<file path="config.mk">
export PLATFORM = sky130hd
export DESIGN_NAME = pixel_stream_feeder_flat
export DESIGN_NICKNAME = d
export VERILOG_FILES = /design/src/rtl/face_detect_pkg.sv /design/src/rtl/pixel_stream_feeder_if.sv /design/src/rtl/pixel_fifo_sync.sv /design/src/rtl/pixel_stream_feeder.sv /design/src/flat_wrapper.sv
export SDC_FILE = /design/constraint.sdc
export NUM_CORES = 1
export LEC_CHECK = 0
export BUFFER_PORTS_ARGS = -buffer_cell sky130_fd_sc_hd__buf_2
export CELL_PAD_IN_SITES_DETAIL_PLACEMENT = 1
export CELL_PAD_IN_SITES_GLOBAL_PLACEMENT = 1
export CORE_AREA = 2 2 200 202
export CTS_CLUSTER_SIZE = 40
export DETAILED_ROUTE_END_ITERATION = 8
export DIE_AREA = 0 0 202 204
export GPL_ROUTABILITY_DRIVEN = 0
export PLACE_DENSITY_LB_ADDON = 0.1
export SLEW_MARGIN = 25
export SYNTH_ARGS = -nofsm -noshare
export SYNTH_HDL_FRONTEND = slang
export SYNTH_SLANG_ARGS = --single-unit
</file>
<file path="constraint.sdc">
create_clock -name clk_fpga -period 3.7 [get_ports clk_fpga]
set_input_delay 0.185 -clock clk_fpga [delete_from_list [all_inputs] [get_ports clk_fpga]]
set_output_delay 0.185 -clock clk_fpga [all_outputs]
set_load 0.01 [all_outputs]
</file>
<file path="src/rtl/face_detect_pkg.sv">
// Shared constants and helpers for the face-detection pixel path.
// Exports default pixel/coordinate widths, default frame geometry, FIFO and
// stall counter defaults, and a constant clog2 helper for sizing counters.
package face_detect_pkg;

  localparam int unsigned DATA_WIDTH_12    = 12;
  localparam int unsigned COORD_WIDTH_DEF  = 12;
  localparam int unsigned FRAME_WIDTH_DEF  = 100;
  localparam int unsigned FRAME_HEIGHT_DEF = 24;
  localparam int unsigned FIFO_DEPTH_DEF   = 16;
  localparam int unsigned STALL_WIDTH_DEF  = 16;

  // Smallest r with 2**r >= value (clog2(1) = 0).
  function automatic int unsigned clog2(input int unsigned value);
    int unsigned res;
    res = 0;
    while ((32'd1 << res) < value) res++;
    return res;
  endfunction

endpackage

</file>
<file path="src/rtl/pixel_stream_feeder_if.sv">
// Pixel handshake bundle between the upstream writer, the feeder and the detector.
// Upstream side : i_pixel, i_pixel_valid -> feeder ; o_pixel_ready <- feeder
// Detector side : i_pixel_request -> feeder ; o_pixel, o_pixel_valid, o_x, o_y,
//                 o_frame_start, o_frame_end <- feeder
// modport slave is the feeder, modport master is the environment driving it.
interface pixel_stream_feeder_if
  import face_detect_pkg::*;
#(
  parameter int unsigned DATA_WIDTH  = DATA_WIDTH_12,
  parameter int unsigned COORD_WIDTH = COORD_WIDTH_DEF
) ();

  logic [DATA_WIDTH-1:0]  i_pixel;
  logic                   i_pixel_valid;
  logic                   o_pixel_ready;
  logic                   i_pixel_request;
  logic [DATA_WIDTH-1:0]  o_pixel;
  logic                   o_pixel_valid;
  logic [COORD_WIDTH-1:0] o_x;
  logic [COORD_WIDTH-1:0] o_y;
  logic                   o_frame_start;
  logic                   o_frame_end;

  modport slave (
    input  i_pixel, i_pixel_valid, i_pixel_request,
    output o_pixel_ready, o_pixel, o_pixel_valid, o_x, o_y,
           o_frame_start, o_frame_end
  );

  modport master (
    output i_pixel, i_pixel_valid, i_pixel_request,
    input  o_pixel_ready, o_pixel, o_pixel_valid, o_x, o_y,
           o_frame_start, o_frame_end
  );

endinterface

</file>
<file path="src/rtl/pixel_fifo_sync.sv">
// Single-clock FIFO with flush, full/empty/level and registered read data.
// Ports: clk_fpga/reset_fpga (async, active-high); flush_i clears pointers;
// push_i/wr_data_i write (ignored when full); pop_i reads into rd_data_o the
// next cycle (ignored when empty); full_o, empty_o, level_o report occupancy.
module pixel_fifo_sync
  import face_detect_pkg::*;
#(
  parameter int unsigned DATA_WIDTH = DATA_WIDTH_12,
  parameter int unsigned DEPTH      = FIFO_DEPTH_DEF,
  localparam int unsigned ADDR_W    = clog2(DEPTH),
  localparam int unsigned LEVEL_W   = clog2(DEPTH + 1)
) (
  input  logic                  clk_fpga,
  input  logic                  reset_fpga,
  input  logic                  flush_i,
  input  logic                  push_i,
  input  logic [DATA_WIDTH-1:0] wr_data_i,
  input  logic                  pop_i,
  output logic [DATA_WIDTH-1:0] rd_data_o,
  output logic                  full_o,
  output logic                  empty_o,
  output logic [LEVEL_W-1:0]    level_o
);

  // Pointers carry one extra wrap bit so full and empty are distinguishable.
  logic [ADDR_W:0]         wr_ptr_q, rd_ptr_q;
  logic [DATA_WIDTH-1:0]   rd_data_q;
  logic [DATA_WIDTH-1:0]   mem_q [DEPTH];
  logic                    do_push_c, do_pop_c;

  assign empty_o   = (wr_ptr_q == rd_ptr_q);
  assign full_o    = (wr_ptr_q[ADDR_W] != rd_ptr_q[ADDR_W]) &&
                     (wr_ptr_q[ADDR_W-1:0] == rd_ptr_q[ADDR_W-1:0]);
  assign level_o   = LEVEL_W'(wr_ptr_q - rd_ptr_q);
  assign rd_data_o = rd_data_q;

  assign do_push_c = push_i && !full_o && !flush_i;
  assign do_pop_c  = pop_i && !empty_o && !flush_i;

  // Storage array, no reset needed.
  always_ff @(posedge clk_fpga) begin
    if (do_push_c) mem_q[wr_ptr_q[ADDR_W-1:0]] <= wr_data_i;
  end

  // Pointers and read register.
  always_ff @(posedge clk_fpga or posedge reset_fpga) begin
    if (reset_fpga) begin
      wr_ptr_q  <= '0;
      rd_ptr_q  <= '0;
      rd_data_q <= '0;
    end else if (flush_i) begin
      wr_ptr_q <= '0;
      rd_ptr_q <= '0;
    end else begin
      if (do_push_c) wr_ptr_q <= wr_ptr_q + (ADDR_W+1)'(1);
      if (do_pop_c) begin
        rd_ptr_q  <= rd_ptr_q + (ADDR_W+1)'(1);
        rd_data_q <= mem_q[rd_ptr_q[ADDR_W-1:0]];
      end
    end
  end

endmodule

</file>
<file path="src/rtl/pixel_stream_feeder.sv">
// Buffers upstream pixels and hands one to the detector per request cycle,
// tagged with raster coordinates and frame start/end markers.
// Ports: clk_fpga, reset_fpga (async, active-high), i_flush (sync clear),
// pix_if (slave side of the pixel bundle), o_fifo_level (occupancy),
// o_stall_count (saturating count of request cycles that found no data).
module pixel_stream_feeder
  import face_detect_pkg::*;
#(
  parameter int unsigned DATA_WIDTH   = DATA_WIDTH_12,
  parameter int unsigned COORD_WIDTH  = COORD_WIDTH_DEF,
  parameter int unsigned FRAME_WIDTH  = FRAME_WIDTH_DEF,
  parameter int unsigned FRAME_HEIGHT = FRAME_HEIGHT_DEF,
  parameter int unsigned FIFO_DEPTH   = FIFO_DEPTH_DEF,
  parameter int unsigned STALL_WIDTH  = STALL_WIDTH_DEF,
  localparam int unsigned LEVEL_WIDTH = clog2(FIFO_DEPTH + 1)
) (
  input  logic                   clk_fpga,
  input  logic                   reset_fpga,
  input  logic                   i_flush,
  pixel_stream_feeder_if.slave   pix_if,
  output logic [LEVEL_WIDTH-1:0] o_fifo_level,
  output logic [STALL_WIDTH-1:0] o_stall_count
);

  logic                   fifo_full, fifo_empty;
  logic                   push_c, pop_c, stall_c, line_end_c, last_line_c;
  logic [COORD_WIDTH-1:0] nx_q, nx_d, ny_q, ny_d;
  logic [COORD_WIDTH-1:0] x_q, x_d, y_q, y_d;
  logic                   valid_q, valid_d, fs_q, fs_d, fe_q, fe_d;
  logic [STALL_WIDTH-1:0] stall_q, stall_d;

  // Ready follows full only, so a same-cycle pop never opens the door early.
  assign pix_if.o_pixel_ready = !fifo_full;

  assign push_c      = pix_if.i_pixel_valid && !fifo_full && !i_flush;
  assign pop_c       = pix_if.i_pixel_request && !fifo_empty && !i_flush;
  assign stall_c     = pix_if.i_pixel_request && fifo_empty && !i_flush;
  assign line_end_c  = (nx_q == COORD_WIDTH'(FRAME_WIDTH - 1));
  assign last_line_c = (ny_q == COORD_WIDTH'(FRAME_HEIGHT - 1));

  pixel_fifo_sync #(
    .DATA_WIDTH (DATA_WIDTH),
    .DEPTH      (FIFO_DEPTH)
  ) u_fifo (
    .clk_fpga   (clk_fpga),
    .reset_fpga (reset_fpga),
    .flush_i    (i_flush),
    .push_i     (push_c),
    .wr_data_i  (pix_if.i_pixel),
    .pop_i      (pop_c),
    .rd_data_o  (pix_if.o_pixel),
    .full_o     (fifo_full),
    .empty_o    (fifo_empty),
    .level_o    (o_fifo_level)
  );

  // Next-coordinate advance, delivery tags and stall counter.
  always_comb begin
    nx_d    = nx_q;
    ny_d    = ny_q;
    x_d     = x_q;
    y_d     = y_q;
    valid_d = 1'b0;
    fs_d    = 1'b0;
    fe_d    = 1'b0;
    stall_d = stall_q;
    if (i_flush) begin
      nx_d    = '0;
      ny_d    = '0;
      stall_d = '0;
    end else begin
      if (pop_c) begin
        valid_d = 1'b1;
        x_d     = nx_q;
        y_d     = ny_q;
        fs_d    = (nx_q == '0) && (ny_q == '0);
        fe_d    = line_end_c && last_line_c;
        if (line_end_c) begin
          nx_d = '0;
          ny_d = last_line_c ? '0 : ny_q + COORD_WIDTH'(1);
        end else begin
          nx_d = nx_q + COORD_WIDTH'(1);
        end
      end
      if (stall_c && (stall_q != '1)) stall_d = stall_q + STALL_WIDTH'(1);
    end
  end

  always_ff @(posedge clk_fpga or posedge reset_fpga) begin
    if (reset_fpga) begin
      nx_q    <= '0;
      ny_q    <= '0;
      x_q     <= '0;
      y_q     <= '0;
      valid_q <= 1'b0;
      fs_q    <= 1'b0;
      fe_q    <= 1'b0;
      stall_q <= '0;
    end else begin
      nx_q    <= nx_d;
      ny_q    <= ny_d;
      x_q     <= x_d;
      y_q     <= y_d;
      valid_q <= valid_d;
      fs_q    <= fs_d;
      fe_q    <= fe_d;
      stall_q <= stall_d;
    end
  end

  assign pix_if.o_pixel_valid = valid_q;
  assign pix_if.o_x           = x_q;
  assign pix_if.o_y           = y_q;
  assign pix_if.o_frame_start = fs_q;
  assign pix_if.o_frame_end   = fe_q;
  assign o_stall_count        = stall_q;

endmodule

</file>
<file path="src/flat_wrapper.sv">
// flat-port wrapper written by rule: the top's interface ports become plain ports
module pixel_stream_feeder_flat import face_detect_pkg::*;
#(
  parameter int unsigned DATA_WIDTH   = DATA_WIDTH_12,
  parameter int unsigned COORD_WIDTH  = COORD_WIDTH_DEF,
  parameter int unsigned FRAME_WIDTH  = FRAME_WIDTH_DEF,
  parameter int unsigned FRAME_HEIGHT = FRAME_HEIGHT_DEF,
  parameter int unsigned FIFO_DEPTH   = FIFO_DEPTH_DEF,
  parameter int unsigned STALL_WIDTH  = STALL_WIDTH_DEF,
  localparam int unsigned LEVEL_WIDTH = clog2(FIFO_DEPTH + 1)
)
  (clk_fpga, reset_fpga, i_flush, o_fifo_level, o_stall_count, pix_if_i_pixel, pix_if_i_pixel_valid, pix_if_i_pixel_request, pix_if_o_pixel_ready, pix_if_o_pixel, pix_if_o_pixel_valid, pix_if_o_x, pix_if_o_y, pix_if_o_frame_start, pix_if_o_frame_end);
  pixel_stream_feeder_if #(.DATA_WIDTH(DATA_WIDTH), .COORD_WIDTH(COORD_WIDTH)) pix_if_i ();
  input  logic clk_fpga;
  input  logic reset_fpga;
  input  logic i_flush;
  output logic [LEVEL_WIDTH-1:0] o_fifo_level;
  output logic [STALL_WIDTH-1:0] o_stall_count;
  input wire logic [$bits(pix_if_i.i_pixel)-1:0] pix_if_i_pixel;
  input wire logic [$bits(pix_if_i.i_pixel_valid)-1:0] pix_if_i_pixel_valid;
  input wire logic [$bits(pix_if_i.i_pixel_request)-1:0] pix_if_i_pixel_request;
  output wire logic [$bits(pix_if_i.o_pixel_ready)-1:0] pix_if_o_pixel_ready;
  output wire logic [$bits(pix_if_i.o_pixel)-1:0] pix_if_o_pixel;
  output wire logic [$bits(pix_if_i.o_pixel_valid)-1:0] pix_if_o_pixel_valid;
  output wire logic [$bits(pix_if_i.o_x)-1:0] pix_if_o_x;
  output wire logic [$bits(pix_if_i.o_y)-1:0] pix_if_o_y;
  output wire logic [$bits(pix_if_i.o_frame_start)-1:0] pix_if_o_frame_start;
  output wire logic [$bits(pix_if_i.o_frame_end)-1:0] pix_if_o_frame_end;
  assign pix_if_i.i_pixel = pix_if_i_pixel;
  assign pix_if_i.i_pixel_valid = pix_if_i_pixel_valid;
  assign pix_if_i.i_pixel_request = pix_if_i_pixel_request;
  assign pix_if_o_pixel_ready = pix_if_i.o_pixel_ready;
  assign pix_if_o_pixel = pix_if_i.o_pixel;
  assign pix_if_o_pixel_valid = pix_if_i.o_pixel_valid;
  assign pix_if_o_x = pix_if_i.o_x;
  assign pix_if_o_y = pix_if_i.o_y;
  assign pix_if_o_frame_start = pix_if_i.o_frame_start;
  assign pix_if_o_frame_end = pix_if_i.o_frame_end;
  pixel_stream_feeder #(.DATA_WIDTH(DATA_WIDTH), .COORD_WIDTH(COORD_WIDTH), .FRAME_WIDTH(FRAME_WIDTH), .FRAME_HEIGHT(FRAME_HEIGHT), .FIFO_DEPTH(FIFO_DEPTH), .STALL_WIDTH(STALL_WIDTH)) u_core (.clk_fpga(clk_fpga), .reset_fpga(reset_fpga), .i_flush(i_flush), .pix_if(pix_if_i), .o_fifo_level(o_fifo_level), .o_stall_count(o_stall_count));
endmodule
</file>
* Word-level counts from Yosys, hierarchy flattened *
Memories as Yosys holds them, arrays and structs flattened. A register that Yosys moved wholly into a read port is not among the register bits.
Index checks and enable logic that the tools add are counted.

cells by class
  equal/unequal tests = 6
  multiplexer cells = 21
  $add $sub $neg = 6
  bitwise operators = 1
  reductions and logical operators = 27

operators with widths
  operator                                        number
  2-to-1 mux 12 bit                               7
  2-to-1 mux 16 bit                               2
  adder 12 x 1 -> 12 bit, second input constant   2
  logical NOT 12 bit                              2
  2-to-1 mux 5 bit                                4
  adder 16 x 1 -> 16 bit, second input constant   1
  inequality test 16 bit, second input constant   1
  logical AND 1 bit                               14
  == test 12 x 5 -> 1 bit, second input constant  1
  == test 12 x 7 -> 1 bit, second input constant  1
  adder 5 x 1 -> 5 bit, second input constant     2
  nonzero test 2 bit                              5
  2-to-1 mux 1 bit                                8
  AND reduction 2 bit                             3
  == test 5 bit                                   1
  subtractor 5 bit                                1
  == test 4 bit                                   1
  logical NOT 1 bit                               3
  inequality test 1 bit                           1
  NOT 1 bit                                       1

storage, ports and cells
  memories = 1
  output and inout port bits = 61
  register bits = 77
  memory bits (writable) = 192

memory list
  name                 depth  width  rd ports  clocked after Yosys merged registers in  wr ports  RTL line               RTL
  u_core.u_fifo.mem_q  16     12     1         1                                        1         pixel_fifo_sync.sv:28  logic [DATA_WIDTH-1:0] mem_q [DEPTH];

* Longest topological paths before layout *
Gate-level depths: netlist (run 1).

  depth in word-level cells = 9
  depth in mapped cells = 13

* By module *
Synthesis (run 1) repeated with hierarchy kept, for this count alone.

unflattened totals
  cell total of the unflattened synthesis = 748
  area, all modules = 12074.1 sq um

by module, submodules not included
  module               seq. area each (sq um)  cells an instance  instances  area each (sq um)
  pixel_fifo_sync      6316.1                  424                1          8692.1
  pixel_stream_feeder  1676.6                  324                1          3382.0

* Worst setup path before layout (run 1) *
No wires, ideal clock.

  kind = register -> register
  start = register u_core.u_fifo.rd_ptr_q[2]
  end = memory u_core.u_fifo.mem_q[3][0] (netlist name) (enable)
  cell stages (with the launch flop) = 11
  period minus slack after synthesis = 3576 ps
  slack = 124 ps
  arrival time = 3180 ps
  path buffers = 3
  cell sequence = dfrtp_1 clkbuf_1 clkbuf_1 inv_1 ha_1 and4_1 buf_4 a21boi_1 and2_1 nand2_1 nor3_1

between the ends
  longest elaborated chain between the ends = 9

ends and longest elaborated chain
  what                                        RTL line                                          RTL
  start, declared                             pixel_fifo_sync.sv:26                             logic [ADDR_W:0] wr_ptr_q, rd_ptr_q;
  start signal, assigned                      pixel_fifo_sync.sv:57                             rd_ptr_q <= rd_ptr_q + (ADDR_W+1)'(1);
  == test 4 bit (*)                           pixel_fifo_sync.sv:33                             (wr_ptr_q[ADDR_W-1:0] == rd_ptr_q[ADDR_W-1:0]);
  logical AND 1 bit (*)                       pixel_fifo_sync.sv:32                             assign full_o = (wr_ptr_q[ADDR_W] != rd_ptr_q[ADDR_W]) &&
  logical NOT 1 bit (*)                       pixel_fifo_sync.sv:37, pixel_stream_feeder.sv:35
  logical AND 1 bit (2 in series)             pixel_stream_feeder.sv:35                         assign push_c = pix_if.i_pixel_valid && !fifo_full && !i_flush;
  logical AND 1 bit (*) (2 in series)         pixel_fifo_sync.sv:37                             assign do_push_c = push_i && !full_o && !flush_i;
  2-to-1 mux 1 bit (*)                        pixel_fifo_sync.sv:42                             if (do_push_c) mem_q[wr_ptr_q[ADDR_W-1:0]] <= wr_data_i;
  2-to-1 mux 1 bit (implied by the code) (*)  pixel_fifo_sync.sv:42
  end, declared                               pixel_fifo_sync.sv:28

Mark *: on every way between the ends. The rest lies on a longest branch, timed or not.

* Final worst setup path (run 1) *
  start = register u_core.u_fifo.rd_ptr_q[0]
  end = register u_core.stall_q[15] (netlist: u_core.o_stall_count[15])

between the ends
  longest elaborated chain between the ends = 5

ends and longest elaborated chain
  what                             RTL line                    RTL
  == test 5 bit                    pixel_fifo_sync.sv:31       assign empty_o = (wr_ptr_q == rd_ptr_q);
  logical AND 1 bit (2 in series)  pixel_stream_feeder.sv:37   assign stall_c = pix_if.i_pixel_request && fifo_empty && !i_flush;
  logical AND 1 bit                pixel_stream_feeder.sv:85   if (stall_c && (stall_q != '1)) stall_d = stall_q + STALL_WIDTH'(1);
  nonzero test 2 bit (no line)     --
  end signal, assigned             pixel_stream_feeder.sv:107  stall_q <= stall_d;
  end, declared                    pixel_stream_feeder.sv:30   logic [STALL_WIDTH-1:0] stall_q, stall_d;

Every way passes these cells.
A chain may end at the register's enable or synchronous reset.

==> results by group, run 1 <==
Worst setup path
  • Buf/Inv on CP: 0
  • R2R depth: 6
  • Worst path cell trace: ha_1 -> and4_1 -> nand3_4 -> or4_1 -> or4_1 -> a21oi_1
  • Slowest stage delay, CP: 680 ps
  • Worst path slowest cell: or4_1
  • Setup crit start kind: register
  • FF-to-FF setup slack: around 740 ps
  • Crit path max-delay family: simple AND/OR/NAND/NOR gates
  • FF-to-FF End: u_core.o_stall_count[15]$_DFFE_PP0P_
  • Crit. End Element: register
  • Reg2reg start: u_core.u_fifo.rd_ptr_q[0]$_DFFE_PP0P_
  • Worst Path Arrival: 3400 ps
  • Crit path from: u_core.u_fifo.rd_ptr_q[0]$_DFFE_PP0P_
  • Worst Path Required: 4140 ps
  • Most used cell, CP: or4_1
  • Crit path kind: register to register
  • Critical Path Fanout Max: 19

Global route
  • GRT Overall Usage: 15.7%
  • Antenna violations before repair: 0
  • First-pass GRT wire length: 48.3 mm
  • Overflow after GRT: 0
  • Vias in the first global route: 7797
  • Pin count of the biggest net entering global routing: 54

Detailed routing
  • Routed Wire Length: 31.3 mm
  • Post-DRT Antenna Nets: 0
  • Via count: around 7.0k
  • Drt pass-1 iters: 4
  • Starting DRC count in detailed routing: around 340
  • DRC errors left: 0
  • Vias per cell: 4.83
  • DR WL/cell: 21.5 um

Cells and area
  • P&R area growth vs syn: 20.3%
  • ANT cells: 0
  • Fin nets: roughly 940
  • Fillers: 4067
  • Share of layout cells above drive strength 1: 23.8%

Floorplanning
  • Core Region: 39200 sq um
  • I/O pin cnt: 78
  • Rows: 73
  • Die ar.: 41200 sq um
  • Die W: around 200 um
  • Initial Utilization: 29.6%
  • Die Y: a little over 200 um

Logic synthesis
  • Post-synth top flop: edfxtp_1
  • Yosys Warn Count: 0
  • Synth cell types: between 40 and 50
  • Syn Area/Cell: 14.5 sq um
  • Post-Syn Instances: 802
  • Register area share after synthesis: 68.9%
  • Number of flops mapped to enable cells by yosys: 192
  • Asr flop ratio synth: a little under a third
  • #FFs+latches synth: 281
  • Mapped cell area: 11600 sq um
  • Post-synth net total: 834

Clock tree
  • Setup Fix Bufs, Post-CTS: 0
  • CTS tree: done
  • Num CTS Buffers: 35
  • Max H-tree Level: 2
  • Insertion delay to the later sink of the worst-skew pair: 540 ps
  • Clock sink count: between 200 and 300
  • Bufs on Longest Clock Path: 3
  • Root Buffer: clkbuf_16
  • Clock-pin slew on the worst setup and hold paths: approximately 60 ps

Placement
  • Port Buffer Count: 77
  • Placed wire-length estimate: ~21 mm
  • Worst slack at placement: 731 ps

Hold path
  • Hold Path Depth: 1
  • Hold path startpoint: pix_if_i_pixel[0]
  • Worst Hold Path EP: u_core.u_fifo.mem_q[7][0]$_DFFE_PP_
  • Hold Path Class: input port to register

STA
  • Fmax: 338 MHz
  • Tcrit/Tclk final: about four fifths
  • Crit path time final: 2960 ps
  • Worst Skew: ~15 ps
  • Final TNS setup: 0 ps
  • Final hold slack: 63.5 ps
  • Final Slew Violations: 0
  • PnR worst setup slack: 745 ps
  • Final setup viols: 0
  • Transition time of the tightest slew-check pin: 826 ps
  • Hold Violations, Final: 0
  • RSZ-0062 raised after global routing: no
  • Worst rel slew slack: about 45%

Pwr
  • Peak supply drop: 0.000387 V
  • Leakage: ~0.0052 uW
  • Power density over the cells: 582 nW/um^2

Outcome
  • Status: complete, no violations

Flow run
  • Max-cap violation count: 0
registers in the layout, indices dropped and copies added (netlist names):
register and count:
u_core.u_fifo.wr_ptr_q 5, u_core.pix_if.o_y 12, u_core.u_fifo.mem_q 192, u_core.pix_if.o_pixel_valid 1, u_core.u_fifo.rd_data_o 12, u_core.nx_q 12
u_core.o_stall_count 16, u_core.pix_if.o_frame_start 1, u_core.ny_q 12, u_core.pix_if.o_frame_end 1, u_core.pix_if.o_x 12, u_core.u_fifo.rd_ptr_q 5
per-layer routing:
layer	track usage (%)	vias to the layer above	part of all wire, %
li1	-	3201	-
met1	20.6	3633	45
met2	26.3	154	48
met3	2.58	44	4.3
met4	5.46	0	2.4
met5	0	-	0
worst max path at each step:
stage                                                 to  slack [ps]  cells after the start
floorplan            u_core.u_fifo.mem_q[3][0]$_DFFE_PP_         120                     10
global placement    u_core.o_stall_count[15]$_DFFE_PP0P_         830                      6
detailed placement  u_core.o_stall_count[15]$_DFFE_PP0P_         730                      6
CTS                 u_core.o_stall_count[15]$_DFFE_PP0P_         700                      6
global route        u_core.o_stall_count[15]$_DFFE_PP0P_         590                      6
finish              u_core.o_stall_count[15]$_DFFE_PP0P_         740                      6
kinds of logic (layout without fill, tap and decap cells):
kind of cell	after synthesis	in the layout	share of synthesized area, %
AO/OA/AOI/OAI	96	96	4.90
adder cells (fa/ha/maj)	15	15	1.68
multiplexers	49	49	9.41
AND/OR/NAND/NOR	267	267	10.6
flip-flops	281	281	68.9
buffers and inverters	62	190	2.09
XOR/XNOR	32	32	2.48
repair_timing:
action	CTS	global route
endpoints found under the hold margin	51	0
hold buffers	1	0
resized for setup	0	0
through the flow:
| stage | cells | area, sq um | util, % | total power [uW] |
|---|---|---|---|---|
| floorplan | 802 | 11600 | - | 4210 |
| global placement | 1393 | 12700 | 32.5 | 4610 |
| detailed placement | 1393 | 12700 | 32.5 | 4630 |
| CTS | 1455 | 14000 | 35.6 | 8280 |
| global route | 1455 | 14000 | 35.6 | 8450 |
| finish | 1455 | 14000 | 35.6 | 8130 |
cell usage in the layout (no fill, tap or decap), types with 5 or more instances in the layout:
master / count
nand4_1: 15
mux4_2: 48
nand2_1: 125
nand3_1: 18
o22ai_1: 24
a21oi_1: 27
buf_2: 77
and3_1: 11
nor2_1: 56
or4_1: 5
inv_1: 17
buf_4: 32
dfrtp_1: 87
o21ai_0: 24
ha_1: 14
clkbuf_16: 36
a31oi_1: 6
edfxtp_1: 192
xor2_1: 12
o31ai_1: 7
nor3_1: 8
bufinv_16: 6
clkbuf_1: 8
xnor2_1: 19
report_power, final:
group | switching [uW] | internal, uW
Sequential | 142 | 3480
Combinational | 523 | 388
Clock | 1310 | 2280
layout make-up:
cell class	count	area, sq um	share of cell area, %
clock inverter	13	226	1.62
tap	525	657	4.70
clock buffer	48	986	7.06
timing repair buffer	110	636	4.55
inverter	19	73.8	0.528
sequential	281	8000	57.3
multi-input combinational	459	3390	24.3
synthesized netlist by cell type, drive strengths merged (2+ instances only):
cell type	count	area share (%)
a21boi	2	0.16
a21o	2	0.13
a21oi	27	1.2
a31oi	6	0.32
and3	11	0.59
and4	3	0.23
buf	8	0.34
clkbuf	35	1.1
dfrtp	89	19
edfxtp	192	50
ha	14	1.5
inv	18	0.58
mux4	48	9.3
nand2	126	4.1
nand2b	2	0.11
nand3	19	0.93
nand4	15	0.81
nor2	56	1.8
nor2b	2	0.11
nor3	12	0.52
nor3b	2	0.13
nor4	5	0.32
o21ai	24	1.0
o22ai	24	1.3
o31ai	8	0.56
or3	4	0.22
or4	5	0.32
or4b	2	0.17
xnor2	20	1.6
xor2	12	0.91
Power figures use the tool's default switching activity.
==> run 2: changes to the inputs <==
==> constraint.sdc (replaced) <==
create_clock -name clk_fpga -period 2.9 [get_ports clk_fpga]
set_input_delay 0.145 -clock clk_fpga [delete_from_list [all_inputs] [get_ports clk_fpga]]
set_output_delay 0.145 -clock clk_fpga [all_outputs]
set_load 0.01 [all_outputs]
==> results by group, run 2 (same netlist as run 1, synthesis figures left out) <==
STA
  • Worst Skew: about 14 ps
  • Fmax: 373 MHz
  • Hold Violations, Final: 0
  • Worst rel slew slack: 45.9%
  • Final setup viols: 0
  • RSZ-0062 raised after global routing: no
  • PnR worst setup slack: 219 ps
  • Transition time of the tightest slew-check pin: 805 ps
  • Crit path time final: 2680 ps
  • Final Slew Violations: 0
  • Tcrit/Tclk final: 92.4%
  • Final TNS setup: 0 ps

Clock tree
  • Max H-tree Level: 2
  • Bufs on Longest Clock Path: 3
  • Num CTS Buffers: 35
  • Clock-pin slew on the worst setup and hold paths: 60 ps
  • Insertion delay to the later sink of the worst-skew pair: 540 ps
  • Setup Fix Bufs, Post-CTS: 0
  • Root Buffer: clkbuf_16
  • CTS tree: done
  • Clock sink count: 281

Detailed routing
  • DRC errors left: 0
  • Via count: about 7k
  • Routed Wire Length: ~32 mm
  • Drt pass-1 iters: 4
  • Starting DRC count in detailed routing: between 200 and 300
  • Vias per cell: 4.77
  • DR WL/cell: between 20 and 25 um
  • Post-DRT Antenna Nets: 0

Cells and area
  • Fin nets: 937
  • Cell area after layout: 13900 sq um
  • Fillers: 4076
  • Max reg flops: 192
  • ANT cells: 0
  • Most common cell after layout, fill and taps aside: edfxtp_1
  • Most frequent cells in the layout: edfxtp_1 (192), nand2_1 (124), dfrtp_1 (87)
  • P&R area growth vs syn: 20.2%
  • Share of layout cells above drive strength 1: 25.1%

Global route
  • Overflow after GRT: 0
  • First-pass GRT wire length: 48.1 mm
  • Vias in the first global route: approximately 7.5k
  • Pin count of the biggest net entering global routing: 52
  • Antenna violations before repair: 1
  • GRT Overall Usage: 15.7%

Placement
  • Placed cell area: roughly 13000 sq um
  • Port Buffer Count: 77
  • Placed wire-length estimate: 20.3 mm
  • Worst slack at placement: 246 ps

Worst setup path
  • Most used cell, CP: or4_1
  • Crit path kind: register to register
  • Worst Path Arrival: ~3100 ps
  • Crit. End Element: register
  • Setup crit start kind: register
  • Crit path max-delay family: simple AND/OR/NAND/NOR gates
  • Critical Path Fanout Max: 7
  • R2R depth: 7
  • Worst Path Required: 3350 ps
  • Buf/Inv on CP: 1
  • Critical path depth in cells: 7
  • Slowest stage delay, CP: 680 ps
  • Worst path cell trace: inv_1 -> ha_1 -> and4_1 -> nand3_4 -> or4_1 -> or4_1 -> a21oi_1
  • Worst path slowest cell: or4_1

Outcome
  • Status: complete, no violations

Floorplanning
  • Initial Utilization: 29.6%
  • Rows: 73
  • I/O pin cnt: 78
  • Die Y: between 200 and 250 um
  • Die ar.: 41200 sq um
  • Die W: 202 um
  • Core Region: 39200 sq um

Pwr
  • Power density over the cells: 722 nW/um^2
  • Leakage: 0.00516 uW
  • Peak supply drop: 0.000535 V

Hold path
  • Hold Path Depth: 1
  • Hold Path Class: input port to register

Flow run
  • Max-cap violation count: 0
==> run 2: final timing paths <==
check | to | from | slack (ps)
setup reg to reg | u_core.o_stall_count[15]$_DFFE_PP0P_ | u_core.u_fifo.wr_ptr_q[0]$_DFFE_PP0P_ | 220
hold reg to reg | u_core.pix_if.o_x[6]$_DFFE_PP0P_ | u_core.pix_if.o_x[6]$_DFFE_PP0P_ | 470
min in group asynchronous | u_core.u_fifo.rd_data_o[9]$_DFFE_PP0P_ | reset_fpga | 220
setup / recovery | u_core.o_stall_count[15]$_DFFE_PP0P_ | u_core.u_fifo.wr_ptr_q[0]$_DFFE_PP0P_ | 220
max in group asynchronous | u_core.o_stall_count[8]$_DFFE_PP0P_ | reset_fpga | 1980
hold / removal | u_core.u_fifo.mem_q[7][11]$_DFFE_PP_ | pix_if_i_pixel[11] | 30
==> run 2: timing repair <==
action,4_1_cts,5_1_grt
gates resized for setup,0,0
endpoints found under the hold margin,32,0
endpoints found under the setup margin,0,0
hold buffers,1,0
==> run 2: cell type report <==
| type | count | area, sq um | share of cell area, % |
|---|---|---|---|
| Clock inverter | 19 | 184 | 1.32 |
| Clock buffer | 43 | 936 | 6.71 |
| Inverter | 19 | 73.8 | 0.529 |
| Sequential cell | 281 | 8000 | 57.3 |
| Tap cell | 525 | 657 | 4.71 |
| Timing Repair Buffer | 109 | 632 | 4.53 |
| Multi-Input combinational cell | 459 | 3470 | 24.9 |
==> run 2: per-layer routing <==
layer	wire length, um	vias to the layer above	global-route usage, %
li1	-	3205	-
met5	13	-	0
met2	15500	122	26.7
met1	14000	3566	20.5
met3	1420	43	2.92
met4	599	2	4.73
==> run 2: power by group <==
part           switching [uW]  internal, uW
sequential                129          4440
combinational             718           509
clock                    1710          2570
total                    2550          7520
==> run 2: per-stage QoR <==
stage / std cells / util [%] / hold slack (ps) / total power, uW
after floorplan: 802 / - / 244 / 5380
after global placement: 1392 / 32.7 / 227 / 5910
after detailed placement: 1392 / 32.7 / 235 / 5920
after CTS: 1455 / 35.6 / 14.0 / 10300
after global routing: 1455 / 35.6 / 29.8 / 10500
final: 1455 / 35.6 / 26.2 / 10100
==> run 3: changes to the inputs <==
--- a/config.mk
+++ b/config.mk
@@ -5,14 +5,16 @@
 export SDC_FILE = /design/constraint.sdc
 export NUM_CORES = 1
 export LEC_CHECK = 0
+export ABC_AREA = 1
 export BUFFER_PORTS_ARGS = -buffer_cell sky130_fd_sc_hd__buf_2
 export CELL_PAD_IN_SITES_DETAIL_PLACEMENT = 1
 export CELL_PAD_IN_SITES_GLOBAL_PLACEMENT = 1
-export CORE_AREA = 2 2 200 202
+export CORE_AREA = 2 2 213 215
 export CTS_CLUSTER_SIZE = 40
 export DETAILED_ROUTE_END_ITERATION = 8
-export DIE_AREA = 0 0 202 204
+export DIE_AREA = 0 0 215 217
 export GPL_ROUTABILITY_DRIVEN = 0
+export HOLD_SLACK_MARGIN = 0.05
 export PLACE_DENSITY_LB_ADDON = 0.1
 export SLEW_MARGIN = 25
 export SYNTH_ARGS = -nofsm -noshare
==> results by group, run 3 <==
STA
  • Worst Skew: 11.8 ps
  • Transition time of the tightest slew-check pin: a little under 700 ps
  • Hold Violations, Final: 0
  • Fmax: 377 MHz
  • RSZ-0062 raised after global routing: no
  • Worst rel slew slack: 54.9%
  • Final setup viols: 0
  • Crit path time final: about 2700 ps
  • Final TNS setup: 0 ps
  • Final Slew Violations: 0
  • PnR worst setup slack: 250 ps
  • Tcrit/Tclk final: between 90% and 100%
  • Final hold slack: 61.4 ps

Clock tree
  • Root Buffer: clkbuf_16
  • CTS tree: done
  • Max H-tree Level: 2
  • Clock sink count: 281
  • Clock-pin slew on the worst setup and hold paths: 60 ps
  • Bufs on Longest Clock Path: 3
  • Post-cts sizing count: 0
  • Insertion delay to the later sink of the worst-skew pair: approximately 530 ps
  • # hold bufs at CTS: 3
  • Num CTS Buffers: 36
  • Setup Fix Bufs, Post-CTS: 0

Logic synthesis
  • Most numerous cell in the Yosys netlist: nand2_1
  • Asr flop ratio synth: 31.7%
  • Area contributors post-synth: edfxtp_1 (44%), dfrtp_1 (17%), nand2_1 (14%)
  • Post-Syn Instances: 1443
  • Post-synth top flop: edfxtp_1
  • Number of flops mapped to enable cells by yosys: 192
  • Post-synth net total: ~1.5k
  • Commonest cells in the netlist: nand2_1 (490), inv_1 (207), edfxtp_1 (192)
  • Synth cell types: 36
  • Mapped cell area: 13200 sq um
  • Post-synth top area cell: edfxtp_1
  • Yosys Warn Count: 0
  • Yosys top cell area share: 43.8%
  • #FFs+latches synth: 281
  • Register area share after synthesis: 60.7%
  • Syn Area/Cell: 9.13 sq um

Detailed routing
  • Post-DRT Antenna Nets: 0
  • DR WL/cell: between 15 and 20 um
  • Drt pass-1 iters: 4
  • Via count: 9816
  • Starting DRC count in detailed routing: 495
  • Vias per cell: about 4.5
  • Routed Wire Length: 39.6 mm
  • DRC errors left: 0

Worst setup path
  • FF-to-FF setup slack: around 250 ps
  • Critical Path Fanout Max: 10
  • Worst Path Arrival: 2880 ps
  • R2R depth: 9
  • Crit path kind: register to register
  • Crit. End Element: register
  • Reg2reg start: u_core.u_fifo.wr_ptr_q[2]$_DFFE_PP0P_
  • FF-to-FF End: u_core.u_fifo.mem_q[5][0]$_DFFE_PP_
  • Worst Path Required: ~3100 ps
  • Setup crit start kind: register

Placement
  • Placed wire-length estimate: 26.5 mm
  • Port Buffer Count: 77
  • Worst slack at placement: 204 ps
  • Placed cell area: ~14000 sq um

Outcome
  • Status: complete, no violations

Cells and area
  • Fin nets: 1576
  • P&R area growth vs syn: 17.6%
  • Most common cell after layout, fill and taps aside: nand2_1
  • Fillers: 5232
  • Max reg flops: 192
  • Most frequent cells in the layout: nand2_1 (490), inv_1 (206), edfxtp_1 (192)
  • ANT cells: 0
  • Cell area after layout: roughly 15000 sq um
  • Share of layout cells above drive strength 1: 13.2%

Hold path
  • Worst Hold Path EP: u_core.u_fifo.mem_q[13][7]$_DFFE_PP_
  • Hold path startpoint: pix_if_i_pixel[7]
  • Hold Path Depth: 1
  • Hold Path Class: input port to register

Floorplanning
  • Rows: 78
  • Initial Utilization: 29.5%
  • Die ar.: 46700 sq um
  • Die Y: 217 um
  • I/O pin cnt: 78
  • Die W: around 220 um
  • Core Region: 44700 sq um

Pwr
  • Leakage: 0.00708 uW
  • Power density over the cells: 678 nW/um^2
  • Total design power: 10500 uW
  • Peak supply drop: 0.000300 V

Global route
  • Vias in the first global route: 10.3k
  • GRT Overall Usage: 17.5%
  • Pin count of the biggest net entering global routing: 62
  • Overflow after GRT: 0
  • First-pass GRT wire length: 62.4 mm
  • Antenna violations before repair: 0

Flow run
  • Max-cap violation count: 0
[run 3: cells by family after synthesis]
group                      Yosys count  share of synthesized area, %
xor gates and xnor gates            16                          1.06
AOI/OAI and AO/OA                   56                          2.22
adders and majority gates           15                          1.48
DFF                                281                          60.7
buffers and inverters              278                          8.57
and+or+nand+nor                    797                          26.0
[run 3: power breakdown]
group	leakage (uW)	internal [uW]	switching, uW
clock network	0.000520	2400	1720
registers	0.00295	4440	86.3
logic	0.00361	563	1280
[run 3: per-layer routing]
metal / part of all wire, % / up-vias / GRT usage (%)
met2: 49 / 111 / 30.2
met4: 1.9 / 0 / 4.34
li1: - / 4833 / -
met3: 2.7 / 48 / 2.70
met5: 0 / - / 0
met1: 47 / 4824 / 22.9
[run 3: cell type report]
cell class / instances / area, sq um / share of cell area, %
Clock buffer: 46 / 948 / 6.12
Clock inverter: 17 / 123 / 0.792
Timing Repair Buffer: 122 / 793 / 5.12
Sequential cell: 281 / 8000 / 51.6
Tap cell: 600 / 751 / 4.85
Multi-Input combinational cell: 884 / 4050 / 26.1
Inverter: 219 / 827 / 5.34
[run 3: worst max path at each step]
stage	endpoint	slack, ps	cells after the start	startpoint
after detailed placement	u_core.u_fifo.mem_q[5][0]$_DFFE_PP_	200	9	u_core.u_fifo.wr_ptr_q[2]$_DFFE_PP0P_
final	u_core.u_fifo.mem_q[5][0]$_DFFE_PP_	250	9	u_core.u_fifo.wr_ptr_q[2]$_DFFE_PP0P_
after global placement	u_core.u_fifo.mem_q[5][10]$_DFFE_PP_	320	9	u_core.u_fifo.wr_ptr_q[2]$_DFFE_PP0P_
after floorplan	u_core.u_fifo.mem_q[12][0]$_DFFE_PP_	70	11	u_core.u_fifo.rd_ptr_q[2]$_DFFE_PP0P_
after global routing	u_core.u_fifo.mem_q[5][1]$_DFFE_PP_	30	9	u_core.u_fifo.wr_ptr_q[2]$_DFFE_PP0P_
after CTS	u_core.u_fifo.mem_q[5][1]$_DFFE_PP_	200	9	u_core.u_fifo.wr_ptr_q[2]$_DFFE_PP0P_
[run 3: metrics by stage]
| step | instances | utilization [%] |
|---|---|---|
| floorplan | 1443 | - |
| global placement | 2103 | 32.2 |
| detailed placement | 2103 | 32.2 |
| CTS | 2169 | 34.7 |
| global route | 2169 | 34.7 |
| finish | 2169 | 34.7 |
[run 3: critical path: stages (launching register included)]
cell	delay, ps
dfrtp_1	460
ha_1	380
nand2_1	120
nor2_2	50
nand3_1	80
nand2_1	70
nor2_1	360
nand2_1	310
nor2_1	280
buf_4	240
